`config.mk`:
```
export PLATFORM = sky130hd
export DESIGN_NAME = rect_fill_fsm
export DESIGN_NICKNAME = d
export VERILOG_FILES = /design/src/rtl/rect_fill_fsm.sv
export SDC_FILE = /design/constraint.sdc
export NUM_CORES = 1
export LEC_CHECK = 0
export CAP_MARGIN = 20
export CORE_ASPECT_RATIO = 1.4
export CORE_MARGIN = 2
export CORE_UTILIZATION = 50
export CTS_CLUSTER_SIZE = 12
export DETAILED_ROUTE_END_ITERATION = 8
export PLACE_DENSITY = 0.74
export SETUP_SLACK_MARGIN = 0.05
export SLEW_MARGIN = 20
export SYNTH_ARGS = -nofsm -noshare
export SYNTH_HDL_FRONTEND = slang
export SYNTH_SLANG_ARGS = --single-unit
```
`constraint.sdc`:
```
create_clock -name clk -period 3.3 [get_ports clk]
set_clock_uncertainty 0.05 [all_clocks]
set_input_delay 0.66 -clock clk [delete_from_list [all_inputs] [get_ports clk]]
set_output_delay 0.66 -clock clk [all_outputs]
set_load 0.03 [all_outputs]
```
`src/rtl/rect_fill_fsm.sv`:
```
// rtl/rect_fill_fsm.sv - solid rectangle fill (optional full-screen clear) pixel generator
module rect_fill_fsm #(
    parameter int         SCREEN_W    = 160,
    parameter int         SCREEN_H    = 120,
    parameter logic [2:0] CLEAR_COLOR = 3'b000
) (
    input  logic       clk,
    input  logic       reset,
    input  logic       start,
    input  logic       clear_first,
    input  logic [8:0] x0,
    input  logic [8:0] y0,
    input  logic [8:0] x1,
    input  logic [8:0] y1,
    input  logic [2:0] input_color,
    output logic [8:0] x_out,
    output logic [8:0] y_out,
    output logic       write_out,
    output logic [2:0] color,
    output logic       busy,
    output logic       done
);

    localparam logic [8:0] X_LAST = 9'(SCREEN_W - 1);
    localparam logic [8:0] Y_LAST = 9'(SCREEN_H - 1);

    typedef enum logic [1:0] {IDLE, CLEAR, FILL, DONE} state_t;

    state_t     state, state_n;
    logic [8:0] xmin, xmax, ymin, ymax;
    logic [8:0] xmin_n, xmax_n, ymin_n, ymax_n;
    logic [2:0] fill_color, fill_color_n;
    logic [8:0] cx, cy, cx_n, cy_n;
    logic [8:0] x_out_n, y_out_n;
    logic [2:0] color_n;
    logic       write_n, busy_n, done_n;
    logic [8:0] lo_x, hi_x, lo_y, hi_y;

    function automatic logic [8:0] sat(input logic [8:0] v, input logic [8:0] lim);
        return (v > lim) ? lim : v;
    endfunction

    always_comb begin
        lo_x = (x0 < x1) ? x0 : x1;
        hi_x = (x0 < x1) ? x1 : x0;
        lo_y = (y0 < y1) ? y0 : y1;
        hi_y = (y0 < y1) ? y1 : y0;
    end

    // Outputs are computed here and registered, so each pixel appears one edge after the cursor reaches it.
    always_comb begin
        state_n      = state;
        xmin_n       = xmin;
        xmax_n       = xmax;
        ymin_n       = ymin;
        ymax_n       = ymax;
        fill_color_n = fill_color;
        cx_n         = cx;
        cy_n         = cy;
        x_out_n      = x_out;
        y_out_n      = y_out;
        color_n      = color;
        write_n      = 1'b0;
        busy_n       = 1'b0;
        done_n       = 1'b0;
        case (state)
            IDLE: begin
                if (start) begin
                    xmin_n       = sat(lo_x, X_LAST);
                    xmax_n       = sat(hi_x, X_LAST);
                    ymin_n       = sat(lo_y, Y_LAST);
                    ymax_n       = sat(hi_y, Y_LAST);
                    fill_color_n = input_color;
                    if (clear_first) begin
                        state_n = CLEAR;
                        cx_n    = '0;
                        cy_n    = '0;
                    end else begin
                        state_n = FILL;
                        cx_n    = xmin_n;
                        cy_n    = ymin_n;
                    end
                end
            end
            CLEAR: begin
                x_out_n = cx;
                y_out_n = cy;
                color_n = CLEAR_COLOR;
                write_n = 1'b1;
                busy_n  = 1'b1;
                if (cx != X_LAST) begin
                    cx_n = cx + 9'd1;
                end else if (cy != Y_LAST) begin
                    cx_n = '0;
                    cy_n = cy + 9'd1;
                end else begin
                    // Hand straight over to the fill so there is no idle cycle between passes.
                    state_n = FILL;
                    cx_n    = xmin;
                    cy_n    = ymin;
                end
            end
            FILL: begin
                x_out_n = cx;
                y_out_n = cy;
                color_n = fill_color;
                write_n = 1'b1;
                busy_n  = 1'b1;
                if (cx != xmax) begin
                    cx_n = cx + 9'd1;
                end else if (cy != ymax) begin
                    cx_n = xmin;
                    cy_n = cy + 9'd1;
                end else begin
                    state_n = DONE;
                end
            end
            DONE: begin
                done_n  = 1'b1;
                state_n = IDLE;
            end
            default: state_n = IDLE;
        endcase
    end

    always_ff @(posedge clk) begin
        if (!reset) begin
            state      <= IDLE;
            xmin       <= '0;
            xmax       <= '0;
            ymin       <= '0;
            ymax       <= '0;
            fill_color <= '0;
            cx         <= '0;
            cy         <= '0;
            x_out      <= '0;
            y_out      <= '0;
            color      <= '0;
            write_out  <= 1'b0;
            busy       <= 1'b0;
            done       <= 1'b0;
        end else begin
            state      <= state_n;
            xmin       <= xmin_n;
            xmax       <= xmax_n;
            ymin       <= ymin_n;
            ymax       <= ymax_n;
            fill_color <= fill_color_n;
            cx         <= cx_n;
            cy         <= cy_n;
            x_out      <= x_out_n;
            y_out      <= y_out_n;
            color      <= color_n;
            write_out  <= write_n;
            busy       <= busy_n;
            done       <= done_n;
        end
    end

endmodule

```
==> results of run 1 <==
cells by family (layout without fill, tap and decap cells):
| family | after synthesis | after routing | synth area share |
|---|---|---|---|
| fa+ha+maj | 23 | 23 | 0.05963 |
| mux | 36 | 36 | 0.07493 |
| simple gates | 208 | 208 | 0.2056 |
| buf+inv | 65 | 126 | 0.05730 |
| compound gates | 137 | 137 | 0.2079 |
| flops | 82 | 82 | 0.3402 |
| xor+xnor | 30 | 30 | 0.05445 |
area by class of cell:
type                    count  area share
flip-flops and latches     82      0.2791
multi-input cells         434      0.4955
well taps                 110     0.02340
clock buffers               9     0.03830
repair buffers             82      0.1328
inverters                  28     0.01787
clock inverters             7     0.01298
worst min-delay path by stage:
stage	end	slack [ps]	cells past startpoint
2_1_floorplan	xmin[2]	390	2
3_3_place_gp	xmin[7]	390	2
3_5_place_dp	fill_color[2]	400	2
4_1_cts	fill_color[2]	410	2
5_1_grt	fill_color[2]	420	2
6_report	fill_color[0]	410	2
cells in the mapped netlist (11+ instances only):
cell / number
dfxtp_1: 82
nand2_1: 64
nor2_1: 52
mux2i_1: 35
nand3_1: 33
inv_1: 27
o21ai_0: 27
a21oi_1: 25
ha_1: 23
clkbuf_1: 21
xor2_1: 17
xnor2_1: 13
and2_1: 11
nor3_1: 11
routing by layer:
| layer | wire, µm | track usage | vias up |
|---|---|---|---|
| met2 | 7313 | 0.5024 | 137 |
| met4 | 505 | 0.1240 | 0 |
| met3 | 471 | 0.03823 | 42 |
| li1 | - | - | 2203 |
| met1 | 5060 | 0.2740 | 2107 |
| met5 | 0 | 0 | - |
flip-flops by register name, summed over array words and instances, names as in the netlist:
name / cells
color: 3
cx: 9
cy: 9
fill_color: 3
xmin: 9
ymax: 9
y_out: 9
busy: 1
ymin: 9
done: 1
x_out: 9
state: 2
xmax: 9
through the flow:
step	power, mW	hold WS, ps	utilization	worst slack, ps	instance area, µm²
finish	4.328	410.1	0.6252	331.8	5881
global route	4.562	421.8	0.6252	171.6	5881
CTS	4.317	410.3	0.6252	372.1	5881
detailed placement	3.289	402.0	0.5931	21.95	5579
global placement	3.247	393.1	0.5931	96.08	5579
floorplan	2.721	386.7	-	716.3	4826
report_power, final:
part	total (mW)	leakage [nW]	switching (mW)	internal (mW)
registers	1.45	0.672	0.242	1.21
clock network	1.02	0.143	0.430	0.592
logic	1.86	1.59	1.11	0.748
critical path: cells and delay by family:
kind,cells,cell delay (ps)
and+or+nand+nor,1,90
buffers and inverters,3,920
adders and majority gates,1,280
AOI/OAI and AO/OA,4,850
muxes,1,380
layout by cell type, fill, tap and decap left out, types with 9 or more instances in the layout:
| cell type | instances |
|---|---|
| dfxtp_1 | 82 |
| clkdlybuf4s50_1 | 66 |
| nand2_1 | 64 |
| nor2_1 | 52 |
| mux2i_1 | 35 |
| nand3_1 | 33 |
| inv_1 | 27 |
| o21ai_0 | 27 |
| a21oi_1 | 25 |
| ha_1 | 23 |
| xor2_1 | 17 |
| buf_4 | 16 |
| xnor2_1 | 13 |
| and2_1 | 11 |
| nor3_1 | 11 |
| a31oi_1 | 10 |
| nand4_1 | 9 |
| and3_1 | 9 |
| o211ai_1 | 9 |
| clkbuf_16 | 9 |
==> summary.txt, run 1 <==
Run status
  • Status: completed

Synthesis
  • Number of synthesized flops with an enable pin: 0
  • Top_reg_cell synth: dfxtp_1
  • Top cells by area, synth: dfxtp_1, mux2i_1, ha_1
  • Synth area leader: dfxtp_1
  • Area share of the largest cell type after synthesis: 0.3402
  • Syn Area/Cell: 8.306 µm²
  • Post-synth net total: 647
  • Register bit count reported by yosys: 82
  • Asr flop ratio synth: 0
  • Cells after Synth: slightly below 600
  • Syn. warnings: 0
  • Sequential area share after synthesis: 0.3402
  • Cell variety after synth: 62
  • Post-Syn Area: slightly below 0.005 mm²

Global route
  • Global-route usage over all layers: 0.2639
  • Antenna violations before repair: 0
  • Vias in the first global route: around 4500
  • Global-route wire length before repair: 21600 µm
  • Grt total ovfl: 0
  • Pin count of the biggest net entering global routing: 51

STA
  • Slew @ Worst Pin: 784.5 ps
  • Relative slew slack: 0.4770
  • Period utilization: 0.8994
  • RSZ-0062 raised after global routing: false
  • Hold Fails Final Rpt: 0
  • # setup viols final: 0
  • Post-Route Setup TNS: 0 ps
  • Max-slew violation count: 0
  • Min Tclk post-route: between 2000 and 3000 ps
  • Peak Freq: 336.9 MHz

Worst setup path
  • Worst EP required: 3520 ps
  • R2r endpoint: cx[3]
  • Worst EP arrival: 3190 ps
  • CP endpoint: cx[5]
  • Nature of the critical path startpoint: input pin
  • Setup Crit Path Kind: input pin to flip-flop
  • Worst path cell trace: clkdlybuf4s50_1 > inv_1 > ha_1 > a211oi_1 > o21ai_0 > a2111oi_2 > buf_4 > mux2i_1 > nand2_1 > a41oi_1
  • Flop2flop setup slack: 880 ps
  • Crit end category: flip-flop
  • R2R depth: 7
  • CP max FO: 18
  • CP Launch Point: x1[2]
  • Worst r2r src: cy[1]
  • CP max stage cell: clkdlybuf4s50_1
  • Max incr delay on CP: 510 ps

Layout
  • Layout area overhead: 21.86%
  • Layout cells sized above 1: 0.08723
  • Nets@finish: 703
  • Multi-input logic area: 0.002914 mm²
  • Antenna diodes: 0
  • Post-Layout Cell Count: between 700 and 800
  • Register Area: 0.001642 mm²
  • Fillers: 821

Min path
  • Worst Hold Class: flip-flop to flip-flop
  • Hold Path Origin: fill_color[0]

Floorplanning
  • Die Y: 120.2 µm
  • Die Wd: between 80 and 90 µm
  • Core area: 0.009407 mm²
  • Ports: 67
  • Initial core utilization: 0.5130
  • Die ar.: 0.01046 mm²
  • FP Rows: 42

Drt
  • Antenna Violating Nets Remaining: 0
  • # DRC: 0
  • Routed wire length: 13350 µm
  • Drt first pass iters: 5
  • Vias per std cell: 5.969
  • Vias after detailed routing: 4489
  • WL/cell: 17.75 µm
  • 1st-iter DRT viols: about 240

CTS
  • CTS Buf Count: 9
  • CTS tree: yes
  • CTS resizes: 0
  • CTS Hold Bufs: 0
  • CTS Buffer Depth: 2
  • Post-CTS Setup Inserts: 0
  • Clock insertion delay at the later pin of the skew report: 350 ps
  • Clk sinks: 82
  • CTS root buf: clkbuf_16
  • Clock-pin slew on the worst setup and hold paths: 60 ps
  • H-tree Lvls: 3

Power and ir drop
  • PwrDens: 736.0 mW/mm²
  • Worst VDD drop: roughly 0.42 mV
  • Pleak: between 2 and 2.5 nW

Flow run
  • Max-Cap Viols: 0

Placed design
  • RePlAce Congestion: 0.9112
  • PortBufs: 66
  • Hpwl dp: around 9900 µm
  • Inst Count DP: 736
Power figures use the tool's default switching activity.
==> run 2, diff against run 1 <==
--- a/config.mk
+++ b/config.mk
@@ -5,12 +5,12 @@
 export SDC_FILE = /design/constraint.sdc
 export NUM_CORES = 1
 export LEC_CHECK = 0
-export CAP_MARGIN = 20
 export CORE_ASPECT_RATIO = 1.4
 export CORE_MARGIN = 2
 export CORE_UTILIZATION = 50
 export CTS_CLUSTER_SIZE = 12
 export DETAILED_ROUTE_END_ITERATION = 8
+export MAX_ROUTING_LAYER = met4
 export PLACE_DENSITY = 0.74
 export SETUP_SLACK_MARGIN = 0.05
 export SLEW_MARGIN = 20
==> summary.txt, run 2 (synthesized netlist as in run 1, its figures left out) <==
Run status
  • Status: completed

Drt
  • Vias after detailed routing: roughly 4500
  • Routed wire length: 12840 µm
  • Vias per std cell: 5.954
  • 1st-iter DRT viols: 200
  • WL/cell: 17.03 µm
  • # DRC: 0
  • Antenna Violating Nets Remaining: 0
  • Drt first pass iters: 5

CTS
  • Clock insertion delay at the later pin of the skew report: roughly 330 ps
  • Clk sinks: 82
  • CTS resizes: 0
  • Clock-pin slew on the worst setup and hold paths: 60 ps
  • CTS Hold Bufs: 0
  • CTS tree: yes
  • CTS root buf: clkbuf_16
  • Post-CTS Setup Inserts: 0
  • CTS Buf Count: 9
  • CTS Buffer Depth: 2
  • H-tree Lvls: 3

Power and ir drop
  • Worst VDD drop: 0.4194 mV
  • Int Power: 2.575 mW
  • Comb pwr share: 0.429
  • Net Sw Power: 1.729 mW
  • Power share of the clock group: 0.235
  • Seq pwr share: 0.336
  • Pleak: about 2.4 nW
  • Sw frac: 0.4018
  • PwrDens: between 700 and 800 mW/mm²

STA
  • # setup viols final: 0
  • Hold WS: 411.0 ps
  • Post-Route Setup TNS: 0 ps
  • Min Tclk post-route: 2975 ps
  • Hold Fails Final Rpt: 0
  • Slew @ Worst Pin: 552.5 ps
  • Max-slew violation count: 0
  • RSZ-0062 raised after global routing: false
  • Relative slew slack: 0.6316
  • Peak Freq: 336.1 MHz
  • Period utilization: 0.9015

Floorplanning
  • Ports: 67
  • Die Wd: 87.03 µm
  • Die Y: 120.2 µm
  • Die ar.: 0.01046 mm²
  • FP Rows: 42
  • Initial core utilization: 0.5130
  • Core area: 0.009407 mm²

Layout
  • Fin area: 0.005911 mm²
  • Nets@finish: 705
  • Antenna diodes: 0
  • Layout area overhead: 22.48%
  • Post-Layout Cell Count: 754
  • Layout cells sized above 1: 0.09006
  • Commonest non-fill, non-tap cells in the layout: dfxtp_1, clkdlybuf4s50_1, nand2_1
  • Commonest non-fill, non-tap cell in the layout: dfxtp_1

Global route
  • Global-route wire length before repair: 21000 µm
  • Pin count of the biggest net entering global routing: a little over 50
  • Grt total ovfl: 0
  • Global-route usage over all layers: 0.2603
  • Antenna violations before repair: 0
  • Vias in the first global route: 4513

Placed design
  • RePlAce Congestion: 0.9250
  • Inst Count DP: between 700 and 800
  • Post-Place Cell Area: 0.005607 mm²
  • Hpwl dp: 9729 µm
  • PortBufs: 66

Worst setup path
  • Crit end category: flip-flop
  • Setup Crit Path Kind: input pin to flip-flop
  • Worst r2r src: cy[0]
  • CP max FO: 15
  • R2R depth: 7
  • Nature of the critical path startpoint: input pin
  • Worst EP arrival: 3180 ps
  • Flop2flop setup slack: roughly 900 ps
  • Worst EP required: 3510 ps
  • R2r endpoint: cx[3]

Min path
  • Hold depth: 2
  • Hold Crit Endpoint: xmin[2]
  • Hold Path Origin: xmin[2]
  • Worst Hold Class: flip-flop to flip-flop

Flow run
  • Max-Cap Viols: 0
run 2: worst max-delay path by stage:
stage	from	to	slack, ps	cells past startpoint
2_1_floorplan	x1[2]	cx[3]	720	10
3_3_place_gp	x1[2]	cx[3]	150	10
3_5_place_dp	x1[2]	cx[3]	20	10
4_1_cts	x1[2]	cx[3]	360	10
5_1_grt	x1[2]	cx[0]	190	10
6_report	x1[2]	cx[0]	320	10
run 2: worst max-delay path: stages:
cell and delay (ps):
clkdlybuf4s50_1 520, inv_1 60, ha_1 290, a211oi_1 220, o21ai_0 140, a2111oi_2 310, buf_4 300, mux2i_1 340
a32oi_1 110, a31oi_1 230
run 2: power by group through the flow:
stage | clock network (mW) | registers [mW] | logic, mW
floorplan | 0 | 1.44 | 1.28
global placement | 0 | 1.46 | 1.79
detailed placement | 0 | 1.46 | 1.83
CTS | 1.03 | 1.44 | 1.84
global route | 1.07 | 1.47 | 2.02
finish | 1.01 | 1.45 | 1.85
run 2: layout make-up:
cell class	count	area (µm²)
inverters	28	105.1
multi-input cells	434	2914
clock buffers	10	239.0
repair buffers	84	808.3
clock inverters	6	65.06
fillers	849	3496
flip-flops and latches	82	1642
well taps	110	137.6
run 2: routing by layer:
layer,up-vias,wire [µm],track usage
met1,2140,4845,0.2696
met3,33,480,0.03140
li1,2195,-,-
met4,0,395,0.1113
met5,-,0,-
met2,121,7121,0.4828
run 2: through the flow:
stage / util / power, mW / setup slack, ps
after detailed placement: 0.5960 / 3.292 / 16.94
after global placement: 0.5960 / 3.247 / 153.1
after CTS: 0.6284 / 4.310 / 355.3
after floorplan: - / 2.721 / 716.3
after global routing: 0.6284 / 4.566 / 193.0
final: 0.6284 / 4.304 / 324.9
